File: config.mk
export PLATFORM = sky130hd
export DESIGN_NAME = spi_slave_regs_flat
export DESIGN_NICKNAME = d
export VERILOG_FILES = /design/src/rtl/spi_slave_regs_if.sv /design/src/rtl/spi_slave_regs.sv /design/src/flat_wrapper.sv
export SDC_FILE = /design/constraint.sdc
export NUM_CORES = 1
export LEC_CHECK = 0
export BUFFER_PORTS_ARGS = -buffer_cell sky130_fd_sc_hd__buf_2
export CAP_MARGIN = 20
export CORE_AREA = 4 4 185 187
export CTS_BUF_LIST = sky130_fd_sc_hd__clkbuf_4 sky130_fd_sc_hd__clkbuf_8
export CTS_CLUSTER_DIAMETER = 40
export DETAILED_ROUTE_END_ITERATION = 7
export DIE_AREA = 0 0 189 191
export SYNTH_ARGS = -nofsm -noshare
export SYNTH_HDL_FRONTEND = slang
export SYNTH_SLANG_ARGS = --single-unit
File: constraint.sdc
create_clock -name clk -period 4.2 [get_ports clk]
set_clock_uncertainty 0.1 [all_clocks]
set_input_delay 0.21 -clock clk [delete_from_list [all_inputs] [get_ports clk]]
set_output_delay 0.21 -clock clk [all_outputs]
set_load 0.05 [all_outputs]
File: src/rtl/spi_slave_regs_if.sv
// SPI pin bundle between a serial master and the register-file responder.
// The master drives select, clock and data; the slave returns miso and its enable.
interface spi_slave_regs_if;
  logic n_cs;
  logic sclk;
  logic mosi;
  logic miso;
  logic miso_oe;

  modport master (output n_cs, sclk, mosi, input miso, miso_oe);
  modport slave  (input n_cs, sclk, mosi, output miso, miso_oe);
endinterface

File: src/rtl/spi_slave_regs.sv
// SPI responder with an oversampled pin front end and a 2^ADDR_W x 8 register file.
// Frames are a command byte (R/nW + start address) followed by auto-incrementing data bytes.
module spi_slave_regs #(
  parameter bit         CPOL      = 1'b1,
  parameter bit         CPHA      = 1'b0,
  parameter int         ADDR_W    = 4,
  parameter logic [7:0] RESET_VAL = 8'h00
) (
  input  logic                       clk,
  input  logic                       rst,
  spi_slave_regs_if.slave            spi,
  input  logic                       loc_we,
  input  logic [ADDR_W-1:0]          loc_addr,
  input  logic [7:0]                 loc_data,
  output logic [8*(2**ADDR_W)-1:0]   regs_out,
  output logic                       wr_pulse,
  output logic [ADDR_W-1:0]          wr_addr,
  output logic [7:0]                 wr_data,
  output logic                       busy
);

  localparam int NREG = 2**ADDR_W;

  typedef enum logic [1:0] {ST_IDLE, ST_CMD, ST_DATA} state_t;

  state_t            state_q, state_d;
  logic [1:0]        ncs_sync_q, ncs_sync_d;
  logic [2:0]        sclk_sync_q, sclk_sync_d;
  logic [1:0]        mosi_sync_q, mosi_sync_d;
  logic [1:0]        vld_q, vld_d;
  logic              armed_q, armed_d;
  logic [2:0]        bit_cnt_q, bit_cnt_d;
  logic [6:0]        rx_sr_q, rx_sr_d;
  logic [7:0]        tx_sr_q, tx_sr_d;
  logic              miso_q, miso_d;
  logic              rw_q, rw_d;
  logic [ADDR_W-1:0] addr_q, addr_d;
  logic              wr_pulse_q, wr_pulse_d;
  logic [ADDR_W-1:0] wr_addr_q, wr_addr_d;
  logic [7:0]        wr_data_q, wr_data_d;
  logic [7:0]        regs_q [NREG];
  logic [7:0]        regs_d [NREG];

  logic              ncs_s, rise, fall, lead, trail, sample_edge, shift_edge;
  logic [7:0]        rx_byte;
  logic [ADDR_W-1:0] addr_inc;

  assign ncs_s       = ncs_sync_q[1];
  assign rise        = sclk_sync_q[1] & ~sclk_sync_q[2];
  assign fall        = ~sclk_sync_q[1] & sclk_sync_q[2];
  assign lead        = CPOL ? fall : rise;
  assign trail       = CPOL ? rise : fall;
  assign sample_edge = CPHA ? trail : lead;
  assign shift_edge  = CPHA ? lead : trail;
  assign rx_byte     = {rx_sr_q, mosi_sync_q[1]};
  assign addr_inc    = addr_q + 1'b1;

  always_comb begin
    ncs_sync_d  = {ncs_sync_q[0], spi.n_cs};
    sclk_sync_d = {sclk_sync_q[1:0], spi.sclk};
    mosi_sync_d = {mosi_sync_q[0], spi.mosi};
    // vld marks when the synchronizer holds real pin data rather than reset fill,
    // so a select already low at reset release never looks like a fresh fall.
    vld_d       = {vld_q[0], 1'b1};
    armed_d     = armed_q | (vld_q[1] & ncs_s);
    state_d     = state_q;
    bit_cnt_d   = bit_cnt_q;
    rx_sr_d     = rx_sr_q;
    tx_sr_d     = tx_sr_q;
    miso_d      = miso_q;
    rw_d        = rw_q;
    addr_d      = addr_q;
    wr_pulse_d  = 1'b0;
    wr_addr_d   = wr_addr_q;
    wr_data_d   = wr_data_q;
    regs_d      = regs_q;
    if (loc_we) regs_d[loc_addr] = loc_data;

    case (state_q)
      ST_IDLE: begin
        if (armed_q && !ncs_s) begin
          state_d   = ST_CMD;
          bit_cnt_d = 3'd0;
          tx_sr_d   = 8'h00;
          miso_d    = 1'b0;
        end
      end
      default: begin
        if (ncs_s) begin
          state_d = ST_IDLE;
        end else begin
          if (shift_edge) begin
            miso_d  = tx_sr_q[7];
            tx_sr_d = {tx_sr_q[6:0], 1'b0};
          end
          if (sample_edge) begin
            rx_sr_d   = rx_byte[6:0];
            bit_cnt_d = bit_cnt_q + 3'd1;
            if (bit_cnt_q == 3'd7) begin
              if (state_q == ST_CMD) begin
                state_d = ST_DATA;
                rw_d    = rx_byte[7];
                addr_d  = rx_byte[ADDR_W-1:0];
                tx_sr_d = rx_byte[7] ? regs_q[rx_byte[ADDR_W-1:0]] : 8'h00;
              end else if (rw_q) begin
                addr_d  = addr_inc;
                tx_sr_d = regs_q[addr_inc];
              end else begin
                // Applied after the local write so the SPI master wins a same-cycle collision.
                regs_d[addr_q] = rx_byte;
                wr_pulse_d     = 1'b1;
                wr_addr_d      = addr_q;
                wr_data_d      = rx_byte;
                addr_d         = addr_inc;
                tx_sr_d        = 8'h00;
              end
            end
          end
        end
      end
    endcase
  end

  always_ff @(posedge clk) begin
    if (rst) begin
      state_q     <= ST_IDLE;
      ncs_sync_q  <= 2'b11;
      sclk_sync_q <= {3{CPOL}};
      mosi_sync_q <= 2'b00;
      vld_q       <= 2'b00;
      armed_q     <= 1'b0;
      bit_cnt_q   <= 3'd0;
      rx_sr_q     <= 7'd0;
      tx_sr_q     <= 8'h00;
      miso_q      <= 1'b0;
      rw_q        <= 1'b0;
      addr_q      <= '0;
      wr_pulse_q  <= 1'b0;
      wr_addr_q   <= '0;
      wr_data_q   <= 8'h00;
      for (int i = 0; i < NREG; i++) regs_q[i] <= RESET_VAL;
    end else begin
      state_q     <= state_d;
      ncs_sync_q  <= ncs_sync_d;
      sclk_sync_q <= sclk_sync_d;
      mosi_sync_q <= mosi_sync_d;
      vld_q       <= vld_d;
      armed_q     <= armed_d;
      bit_cnt_q   <= bit_cnt_d;
      rx_sr_q     <= rx_sr_d;
      tx_sr_q     <= tx_sr_d;
      miso_q      <= miso_d;
      rw_q        <= rw_d;
      addr_q      <= addr_d;
      wr_pulse_q  <= wr_pulse_d;
      wr_addr_q   <= wr_addr_d;
      wr_data_q   <= wr_data_d;
      regs_q      <= regs_d;
    end
  end

  for (genvar gi = 0; gi < NREG; gi++) begin : g_out
    assign regs_out[8*gi +: 8] = regs_q[gi];
  end

  assign spi.miso    = miso_q;
  assign spi.miso_oe = ~ncs_s;
  assign wr_pulse    = wr_pulse_q;
  assign wr_addr     = wr_addr_q;
  assign wr_data     = wr_data_q;
  assign busy        = (state_q != ST_IDLE);

endmodule
File: src/flat_wrapper.sv
// flat-port wrapper written by rule: the top's interface ports become plain ports
module spi_slave_regs_flat 
#(
  parameter bit         CPOL      = 1'b1,
  parameter bit         CPHA      = 1'b0,
  parameter int         ADDR_W    = 4,
  parameter logic [7:0] RESET_VAL = 8'h00
)
  (clk, rst, loc_we, loc_addr, loc_data, regs_out, wr_pulse, wr_addr, wr_data, busy, spi_n_cs, spi_sclk, spi_mosi, spi_miso, spi_miso_oe);
  spi_slave_regs_if spi_i ();
  input  logic clk;
  input  logic rst;
  input  logic loc_we;
  input  logic [ADDR_W-1:0] loc_addr;
  input  logic [7:0] loc_data;
  output logic [8*(2**ADDR_W)-1:0] regs_out;
  output logic wr_pulse;
  output logic [ADDR_W-1:0] wr_addr;
  output logic [7:0] wr_data;
  output logic busy;
  input wire logic [$bits(spi_i.n_cs)-1:0] spi_n_cs;
  input wire logic [$bits(spi_i.sclk)-1:0] spi_sclk;
  input wire logic [$bits(spi_i.mosi)-1:0] spi_mosi;
  output wire logic [$bits(spi_i.miso)-1:0] spi_miso;
  output wire logic [$bits(spi_i.miso_oe)-1:0] spi_miso_oe;
  assign spi_i.n_cs = spi_n_cs;
  assign spi_i.sclk = spi_sclk;
  assign spi_i.mosi = spi_mosi;
  assign spi_miso = spi_i.miso;
  assign spi_miso_oe = spi_i.miso_oe;
  spi_slave_regs #(.CPOL(CPOL), .CPHA(CPHA), .ADDR_W(ADDR_W), .RESET_VAL(RESET_VAL)) u_core (.clk(clk), .rst(rst), .spi(spi_i), .loc_we(loc_we), .loc_addr(loc_addr), .loc_data(loc_data), .regs_out(regs_out), .wr_pulse(wr_pulse), .wr_addr(wr_addr), .wr_data(wr_data), .busy(busy));
endmodule
* Word-level counts from Yosys, hierarchy flattened
Cells that the tools add are included.
** Word-level totals
- Output and inout bits :: 144
- ROM bits :: 0
- Memories :: 0
- Flip-flop bits (word level) :: 177
- Memory bits (writable) :: 0
- Latch bits :: 0
** Operators by class
- Bitwise operators :: 16
- Shift-type cells :: 0
- $lt $le $gt $ge :: 6
- $add $sub $neg :: 2
- Multipliers :: 0
- Equality and inequality tests :: 4
- Div/mod/pow operators :: 0
- Reduce and logical (&&, ||, !) cells :: 20
- Muxes and demuxes :: 45
** Operator list (number)
- $mux W128 :: 7
- $bwmux W128 :: 2
- $mux W8 :: 15
- $bmux W8 S4 :: 2
- $demux W8 S4 :: 2
- $ge A5 B5 Y1 const B :: 4
- $not A4 Y5 :: 4
- $mux W2 :: 6
- $mux W3 :: 4
- $lt A5 B1 Y1 const B :: 2
- $reduce_and A3 Y1 :: 3
- $reduce_bool A3 Y1 :: 3
- $not A1 Y1 :: 8
- $reduce_and A4 Y1 :: 2
- $mux W1 :: 6
- $reduce_and A6 Y1 :: 1
- $reduce_bool A2 Y1 :: 3
- $reduce_or A6 Y1 :: 1
- $reduce_and A5 Y1 :: 1
- $add A4 B1 Y4 const B :: 1
- $mux W4 :: 1
- $add A3 B1 Y3 const B :: 1
- $and A1 B1 Y1 :: 3
- $eq A3 B3 Y1 const B :: 1
- 8 further kinds :: 10

* Depth between registers and ports, before layout
- Depth in word-level cells :: 14
- Depth in mapped cells :: 10

* Least setup slack after synthesis
OpenSTA, ideal clock, no wires.
- Path kind :: register -> register
- From :: reg u_core.addr_q[0]
- To :: reg u_core.tx_sr_q[2]
- Library setup time :: 0.116 ns
- Setup slack :: 1.317 ns
- Cell stages (with the launch flop) :: 11
- Period minus slack after synthesis :: 2.883 ns
- Path buffers :: 4
- Arrival time :: 2.667 ns
- Cell sequence :: dfxtp_1 > buf_2 > buf_1 > inv_1 > ha_1 > buf_2 > buf_2 > mux4_2 > mux2i_1 > o22ai_1 > o211a_1
** Between the ends
- Cells in the longest elaborated chain, start to end :: 11
** RTL lines
- start, declared :: line spi_slave_regs.sv:37 : logic [ADDR_W-1:0] addr_q, addr_d;
- start signal, assigned :: line spi_slave_regs.sv:154 : addr_q <= addr_d;
- $add A4 B1 Y4 :: line spi_slave_regs.sv:56 : assign addr_inc = addr_q + 1'b1;
- $not A4 Y5 (implied by the code) :: line spi_slave_regs.sv:107 : tx_sr_d = regs_q[addr_inc];
- $bmux W8 S4 :: line spi_slave_regs.sv:107
- $mux W8 (implied by the code) (2 in a row) :: line spi_slave_regs.sv:107
- $mux W8 :: line spi_slave_regs.sv:105 : end else if (rw_q) begin
- $mux W8 :: line spi_slave_regs.sv:100 : if (state_q == ST_CMD) begin
- $mux W8 :: line spi_slave_regs.sv:99 : if (bit_cnt_q == 3'd7) begin
- $mux W8 :: line spi_slave_regs.sv:96 : if (sample_edge) begin
- $mux W8 :: line spi_slave_regs.sv:89 : if (ncs_s) begin
- $mux W8 :: line spi_slave_regs.sv:79 : case (state_q)
- end signal, assigned :: line spi_slave_regs.sv:151 : tx_sr_q <= tx_sr_d;
- end, declared :: line spi_slave_regs.sv:34 : logic [7:0] tx_sr_q, tx_sr_d;
No other way between the ends. The select of a mux whose other input is x is not followed.
A chain may end at the register's enable or synchronous reset.

* Worst setup path in the final report
- From :: reg u_core.addr_q[1]
- To :: reg u_core.tx_sr_q[3]
Same word-level chain as after synthesis.

==> out/metrics.csv <==
metric;value;unit
Final Hold Fails;0;
Max Freq;340.9;MHz
mean post-synth cell area;10.45;µm²
Sequential Power Share;53.1;%
Worst Hold End;u_core.regs_out[71];
diode count;0;
hold path startpoint;loc_data[7];
hold crit path type;in -> reg;
post-CTS sizing;0;
Pins Over Slew Limit;0;
Initial Utilization;31.90;%
Detail Route Antenna Nets;0;
sequential share of the synthesized area;34.23;%
DRC;0;
RR Startpoint;u_core.addr_q[1];
nature of the critical path endpoint;register;
design area;11810;µm²
Crit-path slowest cell;ha_2;
first-pass GRT wire length;56570;µm
chip height;191;µm
Congestion Overflow GR;0;
vias;8812;
worst slack at placement;1.288;ns
buffer depth of the longest clock path;2;
flops & latches, synth;177;
Final TNS setup;0;ns
Reg-to-Reg End;u_core.tx_sr_q[3];
vias in the first global route;8506;
GP Congestion;0.9142;
Tmin final;2.934;ns
Clock Latency Late Sink;0.48;ns
library cells used by synthesis;61;
largest stage delay on the critical path;0.59;ns
Pwr Density;275.5;nW/µm²
post-CTS setup buffers;0;
Crit Path Category;reg -> reg;
CTS Root Cell;clkbuf_8;
io pins;162;
clock-pin slew on the worst setup and hold paths;0.10;ns
worst setup margin;1.266;ns
Syn Nets;1015;
Core Footprint;32450;µm²
hold path cells;3;
DRT iter0 DRCs;826;
hold slack;0.1385;ns
Port-buffer cells;161;
Slew @ Worst Pin;1.126;ns
critical path arrival;3.22;ns
switching part of the total;27.88;%
crit-path cells;inv_1 -> ha_2 -> buf_4 -> mux4_2 -> mux2i_1 -> o22ai_1 -> o211a_1;
flop-to-flop setup slack;1.27;ns
Num CTS Buffers;17;
final setup vio count;0;
largest net degree at the start of global routing;108;
Die W;189;µm
drt wl/cell;24.40;µm
EDFF count, synth;0;
CTS tree;built;
FILL cells;3302;
status;finished clean;
antenna violations before repair;0;
Pre-Repair DR Iteration Count;5;
total of max-cap violations;0;
Routed WL;37910;µm
Yosys warning total;0;
Clk network pwr share;39.1;%
FF/Latch Area;3550;µm²
H-tree depth;4;
leakage;5.048;nW
Post-synth top flop;dfxtp_1;
Row Count;66;
Layout Area Growth over Synthesis;14.03;%
ys async rst share;0;%
NumNets Final;1123;
Max VDD drop;0.1885;mV
peak fanout along the critical path;11;
area of the multi-input gates;6261;µm²
Combinational Power Share;7.8;%
Slew Limit Headroom;24.64;%
mapped cell area;10350;µm²
setup repair after global routing missed its margin;no;
layout cells sized above 1;29.59;%
Mapped Cells;991;
Detailed Place HPWL;26640;µm
Area after DPL;11340;µm²
die area;36100;µm²
fin crit share;69.85;%
reg2reg path depth;7;
Final Power;0.003252;W
Req. time, crit path;4.49;ns
CTS sink cnt;177;
Internal;0.002345;W
crit start category;register;
all-layer global routing usage;20.51;%
Switch Pwr;0.0009066;W
vias per cell;5.671;
## logic make-up after synthesis
logic type	after synthesis	synth area share [%]
xor+xnor	2	0.2418
fa+ha+maj	6	0.7251
simple gates	274	13.39
flops	177	34.23
compound gates	208	16.28
mux	224	29.77
buf+inv	100	5.366
## synth_stat cells (14+ instances only)
cell type	number	area (µm²)
buf_2	26	130.1
nand2_1	36	135.1
mux4_1	22	578.1
a211oi_2	32	400.4
a21oi_1	15	75.07
o22ai_1	14	87.58
a211oi_1	102	765.7
mux4_2	38	855.8
nor2_1	160	600.6
mux2i_1	159	1592
dfxtp_1	177	3543
clkbuf_1	39	146.4
## metrics by stage
| step | util [%] | cells |
|---|---|---|
| 2_1_floorplan | - | 991 |
| 3_3_place_gp | 34.89 | 1515 |
| 3_5_place_dp | 34.94 | 1517 |
| 4_1_cts | 36.28 | 1552 |
| 5_1_grt | 36.38 | 1554 |
| 6_report | 36.38 | 1554 |
## critical path, delay by kind of cell, from the launching register on
kind / cells / cell delay [ns]
flip-flops: 1 / 0.45
multiplexers: 2 / 0.84
AO/OA/AOI/OAI: 2 / 0.39
adder cells (fa/ha/maj): 1 / 0.59
buffers and inverters: 2 / 0.45
## power groups by stage
stage / clock, W / combinational (W) / sequential, W
after global routing: 0.00136 / 0.000264 / 0.00173
after global placement: 0 / 0.000246 / 0.00176
final: 0.00127 / 0.000253 / 0.00173
after floorplan: 0 / 0.000126 / 0.00181
after detailed placement: 0 / 0.000249 / 0.00176
after CTS: 0.00131 / 0.000252 / 0.00173
## registers in the layout (all words and copies together) (netlist names), 3 cells and up
| name | cells |
|---|---|
| u_core.addr_q | 4 |
| u_core.bit_cnt_q | 3 |
| u_core.regs_out | 128 |
| u_core.rx_sr_q | 7 |
| u_core.sclk_sync_q | 3 |
| u_core.tx_sr_q | 8 |
| u_core.wr_addr | 4 |
| u_core.wr_data | 8 |
## layout by cell type (no fill, tap or decap), types with 3 or more instances in the layout
cell type        n
nand4b_4         4
nor2b_1          6
nor2_2           7
nor2_1         160
mux2i_1        159
and3_1           3
ha_1             5
dlygate4sd3_1    3
nand3b_1         4
dfxtp_2          5
inv_6            5
nor3_1           3
o22ai_1         14
buf_4           16
nand2_1         36
o211a_1          4
nand2b_1        12
a21oi_1         15
a22oi_1         12
o21a_1           3
mux2_2           5
nand3_2          3
or3_1            4
dfxtp_1        172
a211oi_1       102
a211oi_2        32
clkbuf_8        18
nand3_4          5
mux4_2          38
or2_2            5
o21ai_0          8
inv_1            6
mux4_1          22
buf_2          160
nand3_1         12
## metal layers
metal	wire (µm)	vias up	track usage [%]	share of wire [%]
met5	0	-	0	0
met4	1157	0	7.119	3.1
met3	2549	55	3.671	6.7
met2	17300	382	32.12	46
met1	16910	4400	28.59	45
li1	-	3975	-	-
## repair_timing
item / CTS / global route
hold endpoints to repair: 3 / 0
setup endpoints to repair: 0 / 0
hold buffers: 3 / 0
## final cells by class
| cell class | instances | share of cell area [%] |
|---|---|---|
| Clock inverter | 12 | 1.219 |
| Sequential cell | 177 | 30.07 |
| Multi-Input combinational cell | 714 | 53.04 |
| Tap cell | 442 | 4.685 |
| Inverter | 6 | 0.1908 |
| Timing Repair Buffer | 183 | 8.574 |
| Clock buffer | 20 | 2.226 |
## how the worst max path moves through the flow
stage	start	to	slack, ns	cells after the start
floorplan	u_core.addr_q[0]	u_core.tx_sr_q[2]	1.32	10
global placement	u_core.addr_q[1]	u_core.tx_sr_q[1]	1.36	7
detailed placement	u_core.addr_q[1]	u_core.tx_sr_q[3]	1.29	7
CTS	u_core.addr_q[1]	u_core.tx_sr_q[3]	1.27	7
global route	u_core.addr_q[1]	u_core.tx_sr_q[1]	1.11	7
finish	u_core.addr_q[1]	u_core.tx_sr_q[3]	1.27	7
(Power assumes the default switching activity.)
